--- config.mk ---
export PLATFORM = sky130hd
export DESIGN_NAME = seg7_scan_decoder
export DESIGN_NICKNAME = d
export VERILOG_FILES = /design/src/rtl/seg7_pkg.sv /design/src/rtl/seg7_pattern_decode.sv /design/src/rtl/seg7_scan_decoder.sv
export SDC_FILE = /design/constraint.sdc
export NUM_CORES = 1
export LEC_CHECK = 0
export BUFFER_PORTS_ARGS = -buffer_cell sky130_fd_sc_hd__buf_4
export CORE_MARGIN = 2
export CORE_UTILIZATION = 53
export DETAILED_ROUTE_END_ITERATION = 8
export MAX_ROUTING_LAYER = met4
export PLACE_DENSITY = 0.76
export SLEW_MARGIN = 30
export SYNTH_ARGS = -nofsm -noshare
export SYNTH_HDL_FRONTEND = slang
export SYNTH_HIERARCHICAL = 1
export SYNTH_SLANG_ARGS = --single-unit
export TNS_END_PERCENT = 5
--- constraint.sdc ---
create_clock -name clk -period 3.3 [get_ports clk]
set_clock_uncertainty 0.05 [all_clocks]
set_input_delay 0.495 -clock clk [delete_from_list [all_inputs] [get_ports clk]]
set_output_delay 0.495 -clock clk [all_outputs]
set_load 0.1 [all_outputs]
--- src/rtl/seg7_pkg.sv ---
// Shared constants for the 7-segment scan decoder: active-low segment patterns,
// blank anode code, FSM state type and the anode select decode helper.
package seg7_pkg;

  localparam logic [6:0] SEG_0 = 7'b1000000;
  localparam logic [6:0] SEG_1 = 7'b1111001;
  localparam logic [6:0] SEG_2 = 7'b0100100;
  localparam logic [6:0] SEG_3 = 7'b0110000;
  localparam logic [6:0] SEG_4 = 7'b0011001;
  localparam logic [6:0] SEG_5 = 7'b0010010;
  localparam logic [6:0] SEG_6 = 7'b0000010;
  localparam logic [6:0] SEG_7 = 7'b1111000;
  localparam logic [6:0] SEG_8 = 7'b0000000;
  localparam logic [6:0] SEG_9 = 7'b0010000;
  localparam logic [6:0] SEG_A = 7'b0001000;
  localparam logic [6:0] SEG_B = 7'b0000011;
  localparam logic [6:0] SEG_C = 7'b1000110;
  localparam logic [6:0] SEG_D = 7'b0100001;
  localparam logic [6:0] SEG_E = 7'b0000110;
  localparam logic [6:0] SEG_F = 7'b0001110;

  localparam logic [3:0] AN_NONE = 4'b1111;

  typedef enum logic [1:0] {IDLE, SETTLE, HOLD} state_t;

  // Returns {valid, index}: valid only when exactly one anode line is low.
  function automatic logic [2:0] an_decode(input logic [3:0] an);
    case (an)
      4'b1110: an_decode = 3'b100;
      4'b1101: an_decode = 3'b101;
      4'b1011: an_decode = 3'b110;
      4'b0111: an_decode = 3'b111;
      default: an_decode = 3'b000;
    endcase
  endfunction

endpackage

--- src/rtl/seg7_pattern_decode.sv ---
// Combinational inverse decode of an active-low gfedcba pattern to a hex nibble;
// hit is low for any pattern outside the 16-entry table.
module seg7_pattern_decode
  import seg7_pkg::*;
(
  input  logic [6:0] seg,
  output logic       hit,
  output logic [3:0] nibble
);

  always_comb begin
    // NOTE: both outputs are defaulted before the case so no latch can be inferred.
    hit    = 1'b1;
    nibble = 4'h0;
    case (seg)
      SEG_0:   nibble = 4'h0;
      SEG_1:   nibble = 4'h1;
      SEG_2:   nibble = 4'h2;
      SEG_3:   nibble = 4'h3;
      SEG_4:   nibble = 4'h4;
      SEG_5:   nibble = 4'h5;
      SEG_6:   nibble = 4'h6;
      SEG_7:   nibble = 4'h7;
      SEG_8:   nibble = 4'h8;
      SEG_9:   nibble = 4'h9;
      SEG_A:   nibble = 4'hA;
      SEG_B:   nibble = 4'hB;
      SEG_C:   nibble = 4'hC;
      SEG_D:   nibble = 4'hD;
      SEG_E:   nibble = 4'hE;
      SEG_F:   nibble = 4'hF;
      default: hit    = 1'b0;
    endcase
  end

endmodule

--- src/rtl/seg7_scan_decoder.sv ---
// Receive-side monitor for a scanned 4-digit 7-segment display; rebuilds the 16-bit value.
// Options: SEG7DEC_SYNC_EN (2-flop input synchronizer), SEG7DEC_DP_EN (decimal point capture).
module seg7_scan_decoder
  import seg7_pkg::*;
#(
  parameter int SETTLE_CYCLES = 16,
  parameter int CNT_W         = 8
) (
  input  logic        clk,
  input  logic        clr,
  input  logic [3:0]  an,
  input  logic [6:0]  a_to_g,
  input  logic        dp,
  output logic [15:0] x,
  output logic        x_valid,
  output logic [3:0]  seen,
  output logic        digit_err,
  output logic [3:0]  dp_out
);

  logic [3:0] in_an;
  logic [6:0] in_seg;
  logic       in_dp;

`ifdef SEG7DEC_SYNC_EN
  logic [11:0] sync1, sync2;

  always_ff @(posedge clk or posedge clr) begin
    if (clr) begin
      sync1 <= '1;
      sync2 <= '1;
    end else begin
      // NOTE: registered state is always written with <= so every flop sees pre-edge values.
      sync1 <= {dp, an, a_to_g};
      sync2 <= sync1;
    end
  end

  assign {in_dp, in_an, in_seg} = sync2;
`else
  assign {in_dp, in_an, in_seg} = {dp, an, a_to_g};
`endif

  logic [3:0] s_an, p_an;
  logic [6:0] s_seg, p_seg;
  logic       s_dp;

  always_ff @(posedge clk or posedge clr) begin
    if (clr) begin
      s_an  <= AN_NONE;
      p_an  <= AN_NONE;
      s_seg <= '1;
      p_seg <= '1;
      s_dp  <= 1'b1;
    end else begin
      s_an  <= in_an;
      p_an  <= s_an;
      s_seg <= in_seg;
      p_seg <= s_seg;
      s_dp  <= in_dp;
    end
  end

  logic       an_ok;
  logic [1:0] an_idx;
  logic       same;
  logic       dec_hit;
  logic [3:0] dec_nib;

  assign {an_ok, an_idx} = an_decode(s_an);
  assign same            = (s_an == p_an) && (s_seg == p_seg);

  seg7_pattern_decode u_dec (
    .seg    (s_seg),
    .hit    (dec_hit),
    .nibble (dec_nib)
  );

  state_t             state, state_n;
  logic   [CNT_W-1:0] cnt, cnt_n;
  logic               accept;

  always_comb begin
    state_n = state;
    cnt_n   = cnt;
    accept  = 1'b0;
    case (state)
      IDLE: begin
        cnt_n = '0;
        if (an_ok) state_n = SETTLE;
      end
      SETTLE: begin
        if (!same) begin
          cnt_n   = '0;
          state_n = an_ok ? SETTLE : IDLE;
        end else if (cnt == CNT_W'(SETTLE_CYCLES - 1)) begin
          accept  = 1'b1;
          state_n = HOLD;
        end else begin
          cnt_n = cnt + CNT_W'(1);
        end
      end
      HOLD: begin
        // Counter stays saturated until the digit or pattern changes.
        if (!same) begin
          cnt_n   = '0;
          state_n = an_ok ? SETTLE : IDLE;
        end
      end
      default: begin
        cnt_n   = '0;
        state_n = IDLE;
      end
    endcase
  end

  always_ff @(posedge clk or posedge clr) begin
    if (clr) begin
      state <= IDLE;
      cnt   <= '0;
    end else begin
      state <= state_n;
      cnt   <= cnt_n;
    end
  end

  logic [15:0] shadow, merged;
  logic [3:0]  seen_acc;

  always_comb begin
    merged                     = shadow;
    merged[{an_idx, 2'b00} +: 4] = dec_nib;
  end

  assign seen_acc = seen | (4'b0001 << an_idx);

  always_ff @(posedge clk or posedge clr) begin
    if (clr) begin
      // NOTE: shadow is a small flop array, not RAM, so it takes the async clear like any register.
      shadow    <= '0;
      x         <= '0;
      x_valid   <= 1'b0;
      seen      <= '0;
      digit_err <= 1'b0;
    end else begin
      x_valid   <= 1'b0;
      digit_err <= 1'b0;
      if (accept) begin
        if (dec_hit) begin
          shadow <= merged;
          if (seen_acc == 4'hF) begin
            x       <= merged;
            x_valid <= 1'b1;
            seen    <= '0;
          end else begin
            seen <= seen_acc;
          end
        end else begin
          digit_err <= 1'b1;
        end
      end
    end
  end

`ifdef SEG7DEC_DP_EN
  logic [3:0] dp_shadow, dp_merged;

  always_comb begin
    dp_merged         = dp_shadow;
    dp_merged[an_idx] = ~s_dp;
  end

  always_ff @(posedge clk or posedge clr) begin
    if (clr) begin
      dp_shadow <= '0;
      dp_out    <= '0;
    end else if (accept && dec_hit) begin
      dp_shadow <= dp_merged;
      if (seen_acc == 4'hF) dp_out <= dp_merged;
    end
  end
`else
  logic unused_dp;
  assign unused_dp = s_dp;
  assign dp_out    = '0;
`endif

endmodule

==> metrics.log <==
[metrics] Final Util: about 60%
[metrics] Post-synth EDFFs: 0
[metrics] number of antenna-violating nets in the routed design: 0
[metrics] status: completed
[metrics] detailed-placement wirelength estimate: 4680 um
[metrics] Synthesis Warnings: 6
[metrics] hold-critical path depth: 1
[metrics] max-cap check violation count: 0
[metrics] vias in the first global route: 2,461
[metrics] worst endpoint data arrival time: 3.31 ns
[metrics] Mapped Area: 3600 um2
[metrics] summed negative setup slack over all endpoints: 0 ns
[metrics] share of synthesized registers carrying an async set or reset: 100%
[metrics] worst relative slew slack: a little over half
[metrics] detail-routed via count per cell: 5.71
[metrics] Worst R2R Path Depth: 10
[metrics] number of design rule violations left after detail routing: 0
[metrics] iteration-0 DRC count of the detailed router: 129
[metrics] TritonCTS buffer count: 9
[metrics] average detailed-routed wire length per instance: around 15 um
[metrics] timing-limited maximum frequency: 0.318 GHz
[metrics] min-delay src: an[1]
[metrics] WHS: around 0.21 ns
[metrics] Data required, critical path: roughly 3.5 ns
[metrics] clock latency reported for the late side of the worst-skew pair: 0.34 ns
[metrics] library cell used as clock root buffer: sky130_fd_sc_hd__clkbuf_8
[metrics] launching point of the worst reg2reg path: s_seg[3]
[metrics] top cell type's share of synthesized area: 33.4%
[metrics] PD cells: around 410 nW/um2
[metrics] core outline area: 6680 um2
[metrics] cell type contributing the most total cell area after synthesis: sky130_fd_sc_hd__dfrtp_1
[metrics] switching power share of the total: 24.7%
[metrics] global-route usage over all layers: 20.1%
[metrics] power share of the sequential group: a little over half
[metrics] Register-to-Register Setup Slack: between 0.15 and 0.2 ns
[metrics] Setup crit start kind: flop
[metrics] internal power summed over all cells: ~1.3 mW
[metrics] sequential cell area fraction in the yosys report: 49.5%
[metrics] number of filler cells placed in the layout: roughly 550
[metrics] placer congestion estimate: 0.836
[metrics] initial standard-cell utilization of the core: 53.8%
[metrics] clock tree from TritonCTS: done
[metrics] DR vias: between 2,000 and 2,500
[metrics] capture point of the worst reg-to-reg path: x[1]
[metrics] number of nets in the layout: 371
[metrics] CTS clock-pin slew for the worst setup and hold paths: approximately 0.070 ns
[metrics] Detailed Route WL: 6620 um
[metrics] number of detailed-route iterations in the first pass: 4
[metrics] combinational share of power: ~9%
[metrics] layout-stage area growth over the synthesis result: 14.0%
[metrics] synthesized instance count: between 300 and 400
[metrics] buffers from clock root to sink, at most: 2
[metrics] maximum vdd ir drop: 0.329 mV
[metrics] final hold violation count: 0
[metrics] leakage power: 1.88 nW
[metrics] kind of end point of the critical path: flop
[metrics] total I/O pin count: 40
[metrics] Cell variety after synth: 57
[metrics] category of the critical setup timing path: reg2reg
[metrics] Die Span X: 86.4 um
[metrics] quantity of I/O buffers inserted on ports: 34
[metrics] share of the cycle needed by the critical path after routing: 95.4%
[metrics] overall die area: 7460 um2
[metrics] number of antenna violations at the first check in global routing: 0
[metrics] switching power summed over all nets: 0.417 mW
[metrics] overflow left after global routing: 0
[metrics] syn_area_per_cell: ~11 um2
[metrics] Antenna diodes: 0
[metrics] deepest level of the CTS H-tree: 3
[metrics] wire length of the first global-routing pass: 11,500 um
[metrics] Overall Power: 1.69 mW
[metrics] final count of pins violating max slew: 0
[metrics] site row count: 30
[metrics] Hold Crit Class: in2reg
[metrics] sink count of the clock tree: 70
[metrics] min Tclk post-route: 3.15 ns
[metrics] Die Y: 86.4 um
[metrics] primary flip-flop cell chosen by synthesis mapping: sky130_fd_sc_hd__dfrtp_1
[metrics] unrepaired setup endpoints after global routing: no
[metrics] share of power burned in the clock network: 37.7%
[metrics] count of state elements after synthesis: 70
[metrics] Hold Crit Endpoint: s_an[1]
[metrics] number of setup buffers added after CTS: 0
[metrics] # setup viols final: 0
[metrics] transition at the pin with the smallest max-transition slack: between 0.7 and 0.8 ns
[metrics] fraction of layout instances using a drive strength above 1: 30.1%
[metrics] largest driver fanout on the critical path: 20
[metrics] main area contributors after synthesis: sky130_fd_sc_hd__dfrtp_1, sky130_fd_sc_hd__dfstp_2, sky130_fd_sc_hd__a22o_1
[metrics] pin count of the biggest net entering global routing: 39
==> metal layers <==
layer	part of all wire [%]	global-route usage, %	vias to the layer above
met5	0	-	-
met4	1.1	7.39	0
met3	2.7	3.90	9
met2	50	31.3	45
met1	46	26.2	1215
li1	-	-	1215
==> worst max-delay path, cell delays in order (launching register included) <==
cell and delay, ns:
sky130_fd_sc_hd__dfstp_4 0.71, sky130_fd_sc_hd__nand4_1 0.13, sky130_fd_sc_hd__or3_1 0.32, sky130_fd_sc_hd__a31oi_1 0.19
sky130_fd_sc_hd__nor2b_1 0.08, sky130_fd_sc_hd__o211ai_1 0.14, sky130_fd_sc_hd__inv_2 0.05, sky130_fd_sc_hd__or3_1 0.44
sky130_fd_sc_hd__nor4_4 0.34, sky130_fd_sc_hd__buf_12 0.20, sky130_fd_sc_hd__mux2_1 0.34
==> Yosys cell counts, types with 2 or more instances <==
master and count:
sky130_fd_sc_hd__dfrtp_1 48, sky130_fd_sc_hd__a22o_1 32, sky130_fd_sc_hd__dfstp_2 22, sky130_fd_sc_hd__nor2_1 19
sky130_fd_sc_hd__xnor2_1 12, sky130_fd_sc_hd__inv_1 11, sky130_fd_sc_hd__nand3_1 11, sky130_fd_sc_hd__buf_4 10
sky130_fd_sc_hd__a21oi_1 9, sky130_fd_sc_hd__mux2_2 9, sky130_fd_sc_hd__nand2_1 9, sky130_fd_sc_hd__and3_1 8
sky130_fd_sc_hd__mux2_1 8, sky130_fd_sc_hd__o21ai_0 8, sky130_fd_sc_hd__ha_1 7, sky130_fd_sc_hd__a31oi_1 6
sky130_fd_sc_hd__nand4_1 6, sky130_fd_sc_hd__nor3_1 6, sky130_fd_sc_hd__nor2b_1 5, sky130_fd_sc_hd__or3_1 5
sky130_fd_sc_hd__a22oi_1 4, sky130_fd_sc_hd__buf_1 4, sky130_fd_sc_hd__buf_2 4, sky130_fd_sc_hd__xor2_1 4
sky130_fd_sc_hd__and4_1 3, sky130_fd_sc_hd__nand3_2 3, sky130_fd_sc_hd__nor4_4 3, sky130_fd_sc_hd__o21ai_1 3
sky130_fd_sc_hd__o22ai_1 3, sky130_fd_sc_hd__buf_6 2, sky130_fd_sc_hd__nor3b_2 2, sky130_fd_sc_hd__nor4b_2 2
sky130_fd_sc_hd__o211ai_1 2, sky130_fd_sc_hd__o31ai_1 2
==> kinds of logic (layout without fill, tap and decap cells) <==
logic type      count (synthesis)  count (layout)  synth area share [%]
simple gates                   95              95                  17.9
compound gates                 71              71                  14.3
flops                          70              70                  49.5
buf+inv                        35              72                  5.57
mux                            18              18                  5.60
xor+xnor                       17              17                  4.35
fa+ha+maj                       8               8                  2.71
other cells                     1               4                 0.104
==> metrics by stage <==
| stage | setup WS, ns | cells | area, um2 |
|---|---|---|---|
| final | 0.153 | 435 | 4100 |
| after global routing | 0.0109 | 435 | 4100 |
| after CTS | 0.134 | 435 | 4090 |
| after detailed placement | 0.153 | 419 | 3910 |
| after global placement | 0.202 | 419 | 3910 |
| after floorplan | 0.271 | 318 | 3610 |
==> placed cells by master (no fill, tap or decap), drive strengths merged, types with 10 or more instances in the layout <==
cell type  Yosys  layout
nand3         14      14
mux2          17      17
dfstp         22      22
inv           12      13
o21ai         11      11
clkbuf         3      13
a22o          32      32
dfrtp         48      48
xnor2         13      13
nand2         10      10
buf           20      44
nor2          19      19
==> flip-flops by register name, summed over array words and instances, names as in the netlist <==
register	count
seen	4
x_valid	1
x	16
p_seg	7
s_an	4
shadow	16
state	2
s_seg	7
p_an	4
digit_err	1
cnt	8
==> power by group through the flow <==
| stage | combinational [mW] | clock (mW) | sequential, mW |
|---|---|---|---|
| after CTS | 0.149 | 0.664 | 0.904 |
| after detailed placement | 0.149 | 0 | 0.919 |
| after floorplan | 0.124 | 0 | 0.910 |
| after global routing | 0.164 | 0.695 | 0.907 |
| after global placement | 0.146 | 0 | 0.918 |
| final | 0.148 | 0.638 | 0.904 |
==> worst max-delay path by stage <==
stage	startpoint	to	cells past startpoint
6_report	s_seg[3]	x[1]	10
5_1_grt	s_seg[3]	x[12]	10
4_1_cts	s_seg[3]	x[1]	10
3_5_place_dp	s_seg[3]	x[11]	10
3_3_place_gp	s_seg[3]	x[9]	10
2_1_floorplan	s_seg[6]	x[10]	12
==> repair_timing <==
| action | CTS | global route |
|---|---|---|
| hold buffers | 0 | 0 |
| endpoints found under the hold margin | 0 | 0 |
| resized for setup | 0 | 1 |
| endpoints found under the setup margin | 0 | 16 |
==> cell type report <==
type | instances | area, um2 | share of cell area, %
clock buffers | 13 | 170 | 4.15
clock inverters | 3 | 16.3 | 0.397
flip-flops and latches | 70 | 1780 | 43.5
repair buffers | 44 | 355 | 8.67
well taps | 80 | 100 | 2.44
multi-input cells | 213 | 1630 | 39.7
inverters | 12 | 45.0 | 1.10
No activity file was read; power rests on OpenSTA's default activity.
